==> config.mk <==
export PLATFORM = sky130hd
export DESIGN_NAME = semaforo_multi
export DESIGN_NICKNAME = d
export VERILOG_FILES = /design/src/rtl/semaforo_pkg.sv /design/src/rtl/semaforo_timer.sv /design/src/rtl/semaforo_multi.sv
export SDC_FILE = /design/constraint.sdc
export NUM_CORES = 1
export LEC_CHECK = 0
export BUFFER_PORTS_ARGS = -buffer_cell sky130_fd_sc_hd__buf_2
export CAP_MARGIN = 20
export CORE_ASPECT_RATIO = 1.2
export CORE_MARGIN = 2
export CORE_UTILIZATION = 35
export CTS_CLUSTER_DIAMETER = 200
export DETAILED_ROUTE_END_ITERATION = 12
export HOLD_SLACK_MARGIN = 0.12
export PLACE_DENSITY_LB_ADDON = 0.25
export SLEW_MARGIN = 20
export SYNTH_ARGS = -nofsm -noshare
export SYNTH_HDL_FRONTEND = slang
export SYNTH_HIERARCHICAL = 1
export SYNTH_SLANG_ARGS = --single-unit
==> constraint.sdc <==
create_clock -name clk -period 1.9 [get_ports clk]
set_input_delay 0.095 -clock clk [delete_from_list [all_inputs] [get_ports clk]]
set_output_delay 0.095 -clock clk [all_outputs]
set_load 0.02 [all_outputs]
==> src/rtl/semaforo_pkg.sv <==
// semaforo_pkg: shared phase encoding and per-approach lamp decode for semaforo_multi.
package semaforo_pkg;

    typedef enum logic [1:0] {
        GREEN  = 2'd0,
        YELLOW = 2'd1,
        ALLRED = 2'd2,
        WALK   = 2'd3
    } phase_t;

    typedef struct packed {
        logic green;
        logic yellow;
        logic red;
    } lamp_t;

    // Lamp for one approach: the owner shows green/yellow in those phases, all others red.
    function automatic lamp_t lamp_decode(input phase_t ph, input logic owner);
        lamp_t l;
        l.green  = 1'b0;
        l.yellow = 1'b0;
        l.red    = 1'b1;
        if (owner && ph == GREEN) begin
            l.green = 1'b1;
            l.red   = 1'b0;
        end else if (owner && ph == YELLOW) begin
            l.yellow = 1'b1;
            l.red    = 1'b0;
        end
        return l;
    endfunction

    // Longest phase duration, used to size the phase counter.
    function automatic int unsigned max_dur(input int unsigned a, input int unsigned b,
                                            input int unsigned c, input int unsigned d);
        int unsigned m;
        m = a;
        if (b > m) m = b;
        if (c > m) m = c;
        if (d > m) m = d;
        return m;
    endfunction

endpackage

==> src/rtl/semaforo_timer.sv <==
// semaforo_timer: loadable phase down-counter with hold; done_c flags a count of zero.
module semaforo_timer
    import semaforo_pkg::*;
#(
    parameter int unsigned CW      = 4,
    parameter int unsigned RST_VAL = 0
) (
    input  logic          clk,
    input  logic          rst,
    input  logic          hold,
    input  logic          load,
    input  logic [CW-1:0] load_val,
    output logic          done_c
);

    logic [CW-1:0] cnt;

    // Load on phase change, otherwise count down unless frozen.
    always_ff @(posedge clk or negedge rst) begin
        if (!rst) begin
            cnt <= CW'(RST_VAL);
        end else if (load) begin
            cnt <= load_val;
        end else if (!hold && cnt != '0) begin
            cnt <= cnt - CW'(1);
        end
    end

    assign done_c = (cnt == '0);

endmodule

==> src/rtl/semaforo_multi.sv <==
// semaforo_multi: N_DIR-approach traffic-light controller (green -> yellow -> all-red rotation).
// Optional pedestrian walk phase is compiled in with the SEMAFORO_PED_EN macro.
module semaforo_multi
    import semaforo_pkg::*;
#(
    parameter int unsigned N_DIR      = 2,
    parameter int unsigned GREEN_CYC  = 8,
    parameter int unsigned YELLOW_CYC = 2,
    parameter int unsigned ALLRED_CYC = 1,
    parameter int unsigned WALK_CYC   = 4
) (
    input  logic                     clk,
    input  logic                     rst,
    input  logic                     hold,
    input  logic                     ped_req,
    output logic [N_DIR-1:0]         green,
    output logic [N_DIR-1:0]         yellow,
    output logic [N_DIR-1:0]         red,
    output logic                     walk,
    output logic [$clog2(N_DIR)-1:0] dir
);

    localparam int unsigned DW   = $clog2(N_DIR);
    localparam int unsigned MAXD = max_dur(GREEN_CYC, YELLOW_CYC, ALLRED_CYC, WALK_CYC);
    localparam int unsigned CW   = $clog2(MAXD) + 1;

    phase_t             state;
    phase_t             nxt_state;
    logic               ped_c;
    logic               done_c;
    logic               load_c;
    logic [DW-1:0]      dir_inc;
    logic [DW-1:0]      dir_new;
    logic [CW-1:0]      load_val;
    logic [N_DIR-1:0]   green_c;
    logic [N_DIR-1:0]   yellow_c;
    logic [N_DIR-1:0]   red_c;

    // Phase successor; a pending pedestrian request diverts all-red into walk.
    function automatic phase_t next_phase(input phase_t s, input logic ped);
        case (s)
            GREEN:   return YELLOW;
            YELLOW:  return ALLRED;
            ALLRED:  return ped ? WALK : GREEN;
            default: return GREEN;
        endcase
    endfunction

    // Counter reload value (duration-1) for the phase being entered.
    function automatic logic [CW-1:0] phase_len(input phase_t s);
        case (s)
            GREEN:   return CW'(GREEN_CYC - 1);
            YELLOW:  return CW'(YELLOW_CYC - 1);
            ALLRED:  return CW'(ALLRED_CYC - 1);
            default: return CW'(WALK_CYC - 1);
        endcase
    endfunction

    semaforo_timer #(
        .CW      (CW),
        .RST_VAL (ALLRED_CYC - 1)
    ) u_timer (
        .clk      (clk),
        .rst      (rst),
        .hold     (hold),
        .load     (load_c),
        .load_val (load_val),
        .done_c   (done_c)
    );

    assign load_c    = done_c & ~hold;
    assign nxt_state = next_phase(state, ped_c);
    assign load_val  = phase_len(nxt_state);
    assign dir_inc   = (dir == DW'(N_DIR - 1)) ? '0 : dir + DW'(1);
    assign dir_new   = (nxt_state == GREEN) ? dir_inc : dir;

    // Lamp pattern for the upcoming phase, registered below so outputs stay Moore.
    for (genvar i = 0; i < N_DIR; i++) begin : g_lamp
        lamp_t l_c;
        assign l_c         = lamp_decode(nxt_state, dir_new == DW'(i));
        assign green_c[i]  = l_c.green;
        assign yellow_c[i] = l_c.yellow;
        assign red_c[i]    = l_c.red;
    end

    // Phase register, right-of-way owner and registered lamps.
    always_ff @(posedge clk or negedge rst) begin
        if (!rst) begin
            state  <= ALLRED;
            dir    <= DW'(N_DIR - 1);
            green  <= '0;
            yellow <= '0;
            red    <= '1;
        end else if (load_c) begin
            state  <= nxt_state;
            dir    <= dir_new;
            green  <= green_c;
            yellow <= yellow_c;
            red    <= red_c;
        end
    end

`ifdef SEMAFORO_PED_EN
    logic ped_pending;

    // Sticky request; the clear on walk entry wins over a same-edge request.
    always_ff @(posedge clk or negedge rst) begin
        if (!rst) begin
            ped_pending <= 1'b0;
        end else if (load_c && nxt_state == WALK) begin
            ped_pending <= 1'b0;
        end else if (ped_req) begin
            ped_pending <= 1'b1;
        end
    end

    // Walk lamp follows the walk phase.
    always_ff @(posedge clk or negedge rst) begin
        if (!rst) begin
            walk <= 1'b0;
        end else if (load_c) begin
            walk <= (nxt_state == WALK);
        end
    end

    assign ped_c = ped_pending;
`else
    logic unused_ped_req;

    assign unused_ped_req = ped_req;
    assign ped_c          = 1'b0;
    assign walk           = 1'b0;
`endif

endmodule

==> results of run 1 <==
final timing paths:
kind,startpoint,to,depth (start not counted)
worst max-delay path,u_timer/cnt[1],red[0],6
min in group asynchronous,rst,yellow[0],2
worst min-delay path,hold,state[0],3
max in group asynchronous,rst,red[1],2
worst min register to register,green[1],green[1],2
worst max register to register,u_timer/cnt[1],red[0],6
registers in the layout, summed over array words and instances (netlist names):
register	count
dir	1
green	2
red	2
state	2
u_timer/cnt	4
yellow	2
critical path, cell delays in order (launching register included):
cell	delay, ps
dfrtp_1	410
inv_1	60
ha_1	200
nor3b_4	230
or4b_4	510
o32ai_2	230
a31oi_1	70
timing repair:
action	in CTS	in global routing
setup endpoints to repair	0	1
buffers inserted	0	1
hold buffers	1	0
endpoints found under the hold margin	13	0
gates resized for setup	0	1
where the power goes:
part / switching [W] / internal (W)
clock network: 0.0000934 / 0.0000813
registers: 0.000120 / 0.000428
logic: 0.000412 / 0.000359
total: 0.000625 / 0.000868
synthesized netlist by cell type:
master     n  share of area (%)
o22ai_1    1               0.87
nor4_2     1                1.7
inv_1      6                3.1
a31oi_1    2                1.7
o21ai_0    6                4.2
nor3b_1    1                1.0
or3_1      1               0.87
a22o_1     2                2.4
buf_4      1                1.0
or2b_1     2                2.1
nand2_1    8                4.2
ha_1       3                5.2
nor3_1     1               0.70
a2bb2oi_1  1                1.2
dfstp_2    4                 15
o32ai_2    1                2.3
xnor2_1    1                1.2
a21o_1     1                1.0
nand2b_1   4                3.5
conb_1     1               0.52
or4b_4     1                1.9
nor3b_2    1                1.7
o21ai_1    1               0.70
mux2i_1    1                1.4
clkbuf_1   1               0.52
nor2_1     4                2.1
and4bb_1   1                1.7
dfrtp_1    9                 31
a21oi_1    2                1.4
o31a_1     1                1.2
a221o_1    1                1.4
clkbuf_2   1               0.70
cells in the final DEF, fill, tap and decap left out:
| cell type | instances |
|---|---|
| mux2i_1 | 1 |
| o21ai_1 | 1 |
| clkbuf_4 | 3 |
| xnor2_1 | 1 |
| a21o_1 | 1 |
| dfrtp_1 | 9 |
| nor2_1 | 4 |
| nor4_2 | 1 |
| inv_1 | 6 |
| a221o_1 | 1 |
| nand2_1 | 8 |
| a22o_1 | 2 |
| conb_1 | 2 |
| nand2b_1 | 4 |
| buf_2 | 9 |
| nor3_1 | 1 |
| ha_1 | 3 |
| a21oi_1 | 2 |
| a2bb2oi_1 | 1 |
| nor3b_4 | 1 |
| or2b_1 | 2 |
| dfstp_2 | 4 |
| dlygate4sd3_1 | 1 |
| o31a_1 | 1 |
| o21ai_0 | 6 |
| a31oi_1 | 2 |
| o22ai_1 | 1 |
| clkbuf_1 | 1 |
| or4b_4 | 1 |
| and4bb_1 | 1 |
| o32ai_2 | 1 |
| or3_1 | 1 |
| buf_4 | 4 |
| nor3b_1 | 1 |
per-stage QoR:
stage                     util, %  total power [W]  hold slack (ps)  std cells
after global routing         44.7          0.00162              235        107
after floorplan                 -          0.00108             -201         73
final                        44.7          0.00149              224        107
after detailed placement     42.0          0.00129            0.106        101
after global placement       42.0          0.00126           -0.277        101
after CTS                    44.0          0.00147              214        106
final cells by class:
cell class	count	area, µm²	share of cell area, %
Clock buffer	4	26.3	3.11
Inverter	6	22.5	2.66
Multi-Input combinational cell	51	358	42.3
Sequential cell	13	330	39.1
Tap cell	19	23.8	2.81
Timing Repair Buffer	14	85.1	10.1
layer usage:
layer  track usage [%]  wire length [µm]
met3              3.02                40
met4              5.88                 0
met2              21.0               709
met5                 0                 0
met1              15.7               658
logic make-up (layout without fill, tap and decap cells):
group,Yosys count,after routing
XOR/XNOR,1,1
adder cells (fa/ha/maj),3,3
other,1,2
buffers and inverters,9,24
flip-flops,13,13
AO/OA/AOI/OAI,19,19
multiplexers,1,1
AND/OR/NAND/NOR,25,25
==> impl_metrics.json, run 1 <==
{
  "max_clock_freq_ghz": 0.555,
  "num_antenna_cells": 0,
  "synth_mux_area_share_pct": 1.40,
  "finalSetupViolCount": 0,
  "layout-drive-gt1-share_pct": 27.3,
  "synth-compound-area-share_pct": 18.5,
  "ctsHtreeMaxLevel": 1,
  "arrival_ps": 2000,
  "clk_pin_slew_worst_paths_ps": 90,
  "path_class": "register to register",
  "clockBufferDepth": 2,
  "rows": 17,
  "power_density_nw_per_um2": 1770,
  "end_kind": "register",
  "dr_total_vias": 547,
  "first_pass_iters": 2,
  "viasPerCell": 5.11,
  "drv_slew": 0,
  "yosysWarnings": 6,
  "fin_crit_sh_pct": 94.8,
  "die_area_um2": 2430,
  "cts_root_buffer": "clkbuf_4",
  "yosys.area_share.simple_pct": 21.6,
  "setup_ws_ps": 98.2,
  "clock_sink_count": 13,
  "synth-seq-area-share_pct": 46.1,
  "drtIter0Drc": 6,
  "fill_cells": 190,
  "syn2layout_area_growth_pct": 18.0,
  "dpl_worst_slack_ps": 47.0,
  "numCtsBuffers": 3,
  "globalplace.congestion": 0.728,
  "p_leak_nw": 0.404,
  "syn_area_per_cell_um2": 9.96,
  "antenna_found_initial": 0,
  "fin_crit_ps": 1800,
  "dpl_cell_area_um2": 796,
  "synthAdderAreaFrac_pct": 5.24,
  "finalClockSkew_ps": 4.32,
  "crit_fanout": 4,
  "drc_errors": 0,
  "cp-start-kind": "register",
  "grt_use_total_pct": 12.8,
  "finalHoldViolCount": 0,
  "tns_ps": 0,
  "rsz0062_at_grt": "no",
  "num-nets-final": 96,
  "vdd_drop_max_mv": 0.662,
  "io_pins": 12,
  "clkLatencyLatePin_ps": 270,
  "port-buffer-count": 9,
  "syn_area_um2": 717,
  "cap_violations": 0,
  "wl_per_cell_um": 13.2,
  "outcome": "finished, final reports clean",
  "die_w_um": 45.3,
  "yosys.area_share.xor_xnor_pct": 1.22,
  "die_h_um": 53.6,
  "synth_top_family_by_area": "simple AND/OR/NAND/NOR gates",
  "crit_required_ps": 2090,
  "ys_types": 32,
  "grt-ovfl-total": 0,
  "start_util_pct": 37.9,
  "detail-route-antenna-nets": 0,
  "first_global_vias": 505,
  "coreArea_um2": 1890,
  "fin_area_um2": 846,
  "routed_wl_mm": 1.41,
  "synth_cells": 72,
  "grt_pass1_wl_mm": 2.21,
  "cts_tree": "done",
  "ys_ff_latch": 13,
  "dp_hpwl_um": 977,
  "grt_max_degree": 14,
  "r2r_slack_ps": 100,
  "hp-class": "primary input to register"
}
Note: power is estimated with default switching activity, not from simulation.
==> run 2: changes to the inputs <==
--- a/config.mk
+++ b/config.mk
@@ -5,6 +5,7 @@
 export SDC_FILE = /design/constraint.sdc
 export NUM_CORES = 1
 export LEC_CHECK = 0
+export ABC_AREA = 1
 export BUFFER_PORTS_ARGS = -buffer_cell sky130_fd_sc_hd__buf_2
 export CAP_MARGIN = 20
 export CORE_ASPECT_RATIO = 1.2
==> impl_metrics.json, run 2 <==
{
  "fin_crit_ps": 1640,
  "drv_slew": 0,
  "synth-seq-area-share_pct": 43.5,
  "grtUsageMet3_pct": 3.90,
  "power_density_nw_per_um2": 1770,
  "synth_area_leaders": "dfrtp_1 (30%), nand2_1 (20%), dfstp_2 (14%)",
  "grt_pass1_wl_mm": 2.42,
  "post_cts_buffers": 0,
  "dr_total_vias": 616,
  "finalClockSkew_ps": 7.14,
  "grt_max_degree": 14,
  "tns_ps": 0,
  "die_h_um": 55.0,
  "start_util_pct": 37.1,
  "cp-start-kind": "register",
  "end_kind": "register",
  "busiest_layer": "met2",
  "yosys.area.top_type": "dfrtp_1",
  "syn_area_per_cell_um2": 7.30,
  "synth_common_cells": "nand2_1 (40), inv_1 (17), dfrtp_1 (9)",
  "synthAdderAreaFrac_pct": 4.94,
  "synth_cells": 104,
  "viasPerCell": 4.16,
  "synth-compound-area-share_pct": 4.94,
  "finalSetupViolCount": 0,
  "hold_start": "hold",
  "routed_wl_mm": 1.40,
  "placed_cells": 143,
  "use_met2_pct": 22.0,
  "layout-drive-gt1-share_pct": 22.0,
  "clk_pin_slew_worst_paths_ps": 90,
  "coreArea_um2": 2050,
  "finalHoldViolCount": 0,
  "crit_required_ps": 2080,
  "arrival_ps": 1830,
  "synth-async-reset-ratio_pct": 100,
  "fin_crit_sh_pct": 86.5,
  "largest_register_ffs": 4,
  "num-nets-final": 126,
  "synth_edf_count": 0,
  "regMostFlops": "u_timer/cnt",
  "clock_sink_count": 13,
  "clkLatencyLatePin_ps": 280,
  "syn_area_um2": 759,
  "vdd_drop_max_mv": 0.644,
  "drtIter0Drc": 2,
  "antenna_found_initial": 0,
  "numCtsBuffers": 3,
  "cts_root_buffer": "clkbuf_4",
  "die_area_um2": 2560,
  "first_pass_iters": 3,
  "r2r_end": "u_timer/cnt[2]",
  "outcome": "finished, final reports clean",
  "ctsHtreeMaxLevel": 1,
  "r2r-start": "u_timer/cnt[0]",
  "detail-route-antenna-nets": 0,
  "dpl_cell_area_um2": 838,
  "ys_ff_latch": 13,
  "use_met1_pct": 15.9,
  "wl_per_cell_um": 9.43,
  "final_common_cell": "nand2_1",
  "rr_worst_depth": 11,
  "drc_errors": 0,
  "p_leak_nw": 0.491,
  "yosysWarnings": 6,
  "syn2layout_area_growth_pct": 15.3,
  "layout_common_cells": "nand2_1 (40), inv_1 (17), dfrtp_1 (9), buf_2 (9)",
  "clockBufferDepth": 2,
  "first_global_vias": 600,
  "synth.most_common_cell": "nand2_1",
  "grt-ovfl-total": 0,
  "rows": 18,
  "max_clock_freq_ghz": 0.609,
  "path_class": "register to register",
  "ys_types": 18,
  "yosys.area_share.simple_pct": 36.2,
  "die_w_um": 46.5,
  "dp_hpwl_mm": 1.08,
  "cap_violations": 0,
  "hold_end": "u_timer/cnt[3]",
  "layout.cells.non_filler": 148,
  "io_pins": 12,
  "hp-class": "primary input to register",
  "r2r_slack_ps": 260,
  "grt_use_total_pct": 14.0,
  "synth_top_cell_area_share_pct": 29.7,
  "num_antenna_cells": 0,
  "port-buffer-count": 9,
  "yosys.area_share.xor_xnor_pct": 0,
  "synth_mux_area_share_pct": 0,
  "ys.flop_type": "dfrtp_1",
  "hold_depth": 5,
  "globalplace.congestion": 0.834,
  "cts_tree": "done",
  "rsz0062_at_grt": "no",
  "synth_top_family_by_area": "simple AND/OR/NAND/NOR gates",
  "fin_area_um2": 876,
  "crit_fanout": 11
}
## run 2: metal layers
| metal | vias to the layer above | share of wire (%) |
|---|---|---|
| li1 | 335 | - |
| met1 | 268 | 47 |
| met2 | 9 | 47 |
| met3 | 4 | 3.5 |
| met4 | 0 | 2.4 |
| met5 | - | 0 |
## run 2: layout make-up
class / instances / area (µm²)
Timing Repair Buffer: 10 / 55.1
Sequential cell: 13 / 330
Multi-Input combinational cell: 73 / 358
Tap cell: 30 / 37.5
Clock inverter: 1 / 5.00
Fill cell: 224 / 1170
Clock buffer: 3 / 22.5
Inverter: 18 / 67.6
## run 2: worst max path at each step
stage                        start              to  slack (ps)  cells after the start
global route        u_timer/cnt[0]  u_timer/cnt[3]          30                     11
global placement    u_timer/cnt[0]  u_timer/cnt[2]         270                     11
floorplan           u_timer/cnt[0]  u_timer/cnt[3]         450                     11
finish              u_timer/cnt[0]  u_timer/cnt[2]         260                     11
CTS                 u_timer/cnt[0]  u_timer/cnt[3]         240                     11
detailed placement  u_timer/cnt[0]  u_timer/cnt[2]         260                     11
## run 2: what timing repair did
| action | in CTS | in global routing |
|---|---|---|
| hold endpoints to repair | 13 | 0 |
| setup endpoints to repair | 0 | 0 |
| resized for setup | 0 | 0 |
| hold buffers | 1 | 0 |
## run 2: through the flow
stage / worst slack (ps) / power [W] / hold WS, ps / util, %
2_1_floorplan: 447 / 0.00118 / -201 / -
3_3_place_gp: 274 / 0.00136 / -2.44 / 40.9
3_5_place_dp: 259 / 0.00138 / 1.26 / 40.9
4_1_cts: 242 / 0.00157 / 190 / 42.7
5_1_grt: 30.7 / 0.00173 / 228 / 42.7
6_report: 257 / 0.00155 / 191 / 42.7
## run 2: critical path, cell delays in order (launching register included)
cell and delay, ps:
dfrtp_1 410, inv_1 100, ha_1 210, nand2_2 90, inv_1 110, inv_1 80, nor2_4 220, inv_2 120
nand2_1 80, nand2_1 50, nand2_1 50, nand2_1 40
## run 2: kinds of logic after synthesis
| kind of cell | Yosys count |
|---|---|
| simple gates | 61 |
| buf+inv | 19 |
| flops | 13 |
| compound gates | 7 |
| fa+ha+maj | 3 |
| other cells | 1 |
## run 2: report_power, final
part / switching, W / internal (W) / total [W] / leakage [nW]
registers: 0.0000973 / 0.000441 / 0.000538 / 0.153
clock network: 0.0000968 / 0.0000782 / 0.000175 / 0.0177
logic: 0.000539 / 0.000295 / 0.000834 / 0.320
total: 0.000733 / 0.000814 / 0.00155 / 0.491
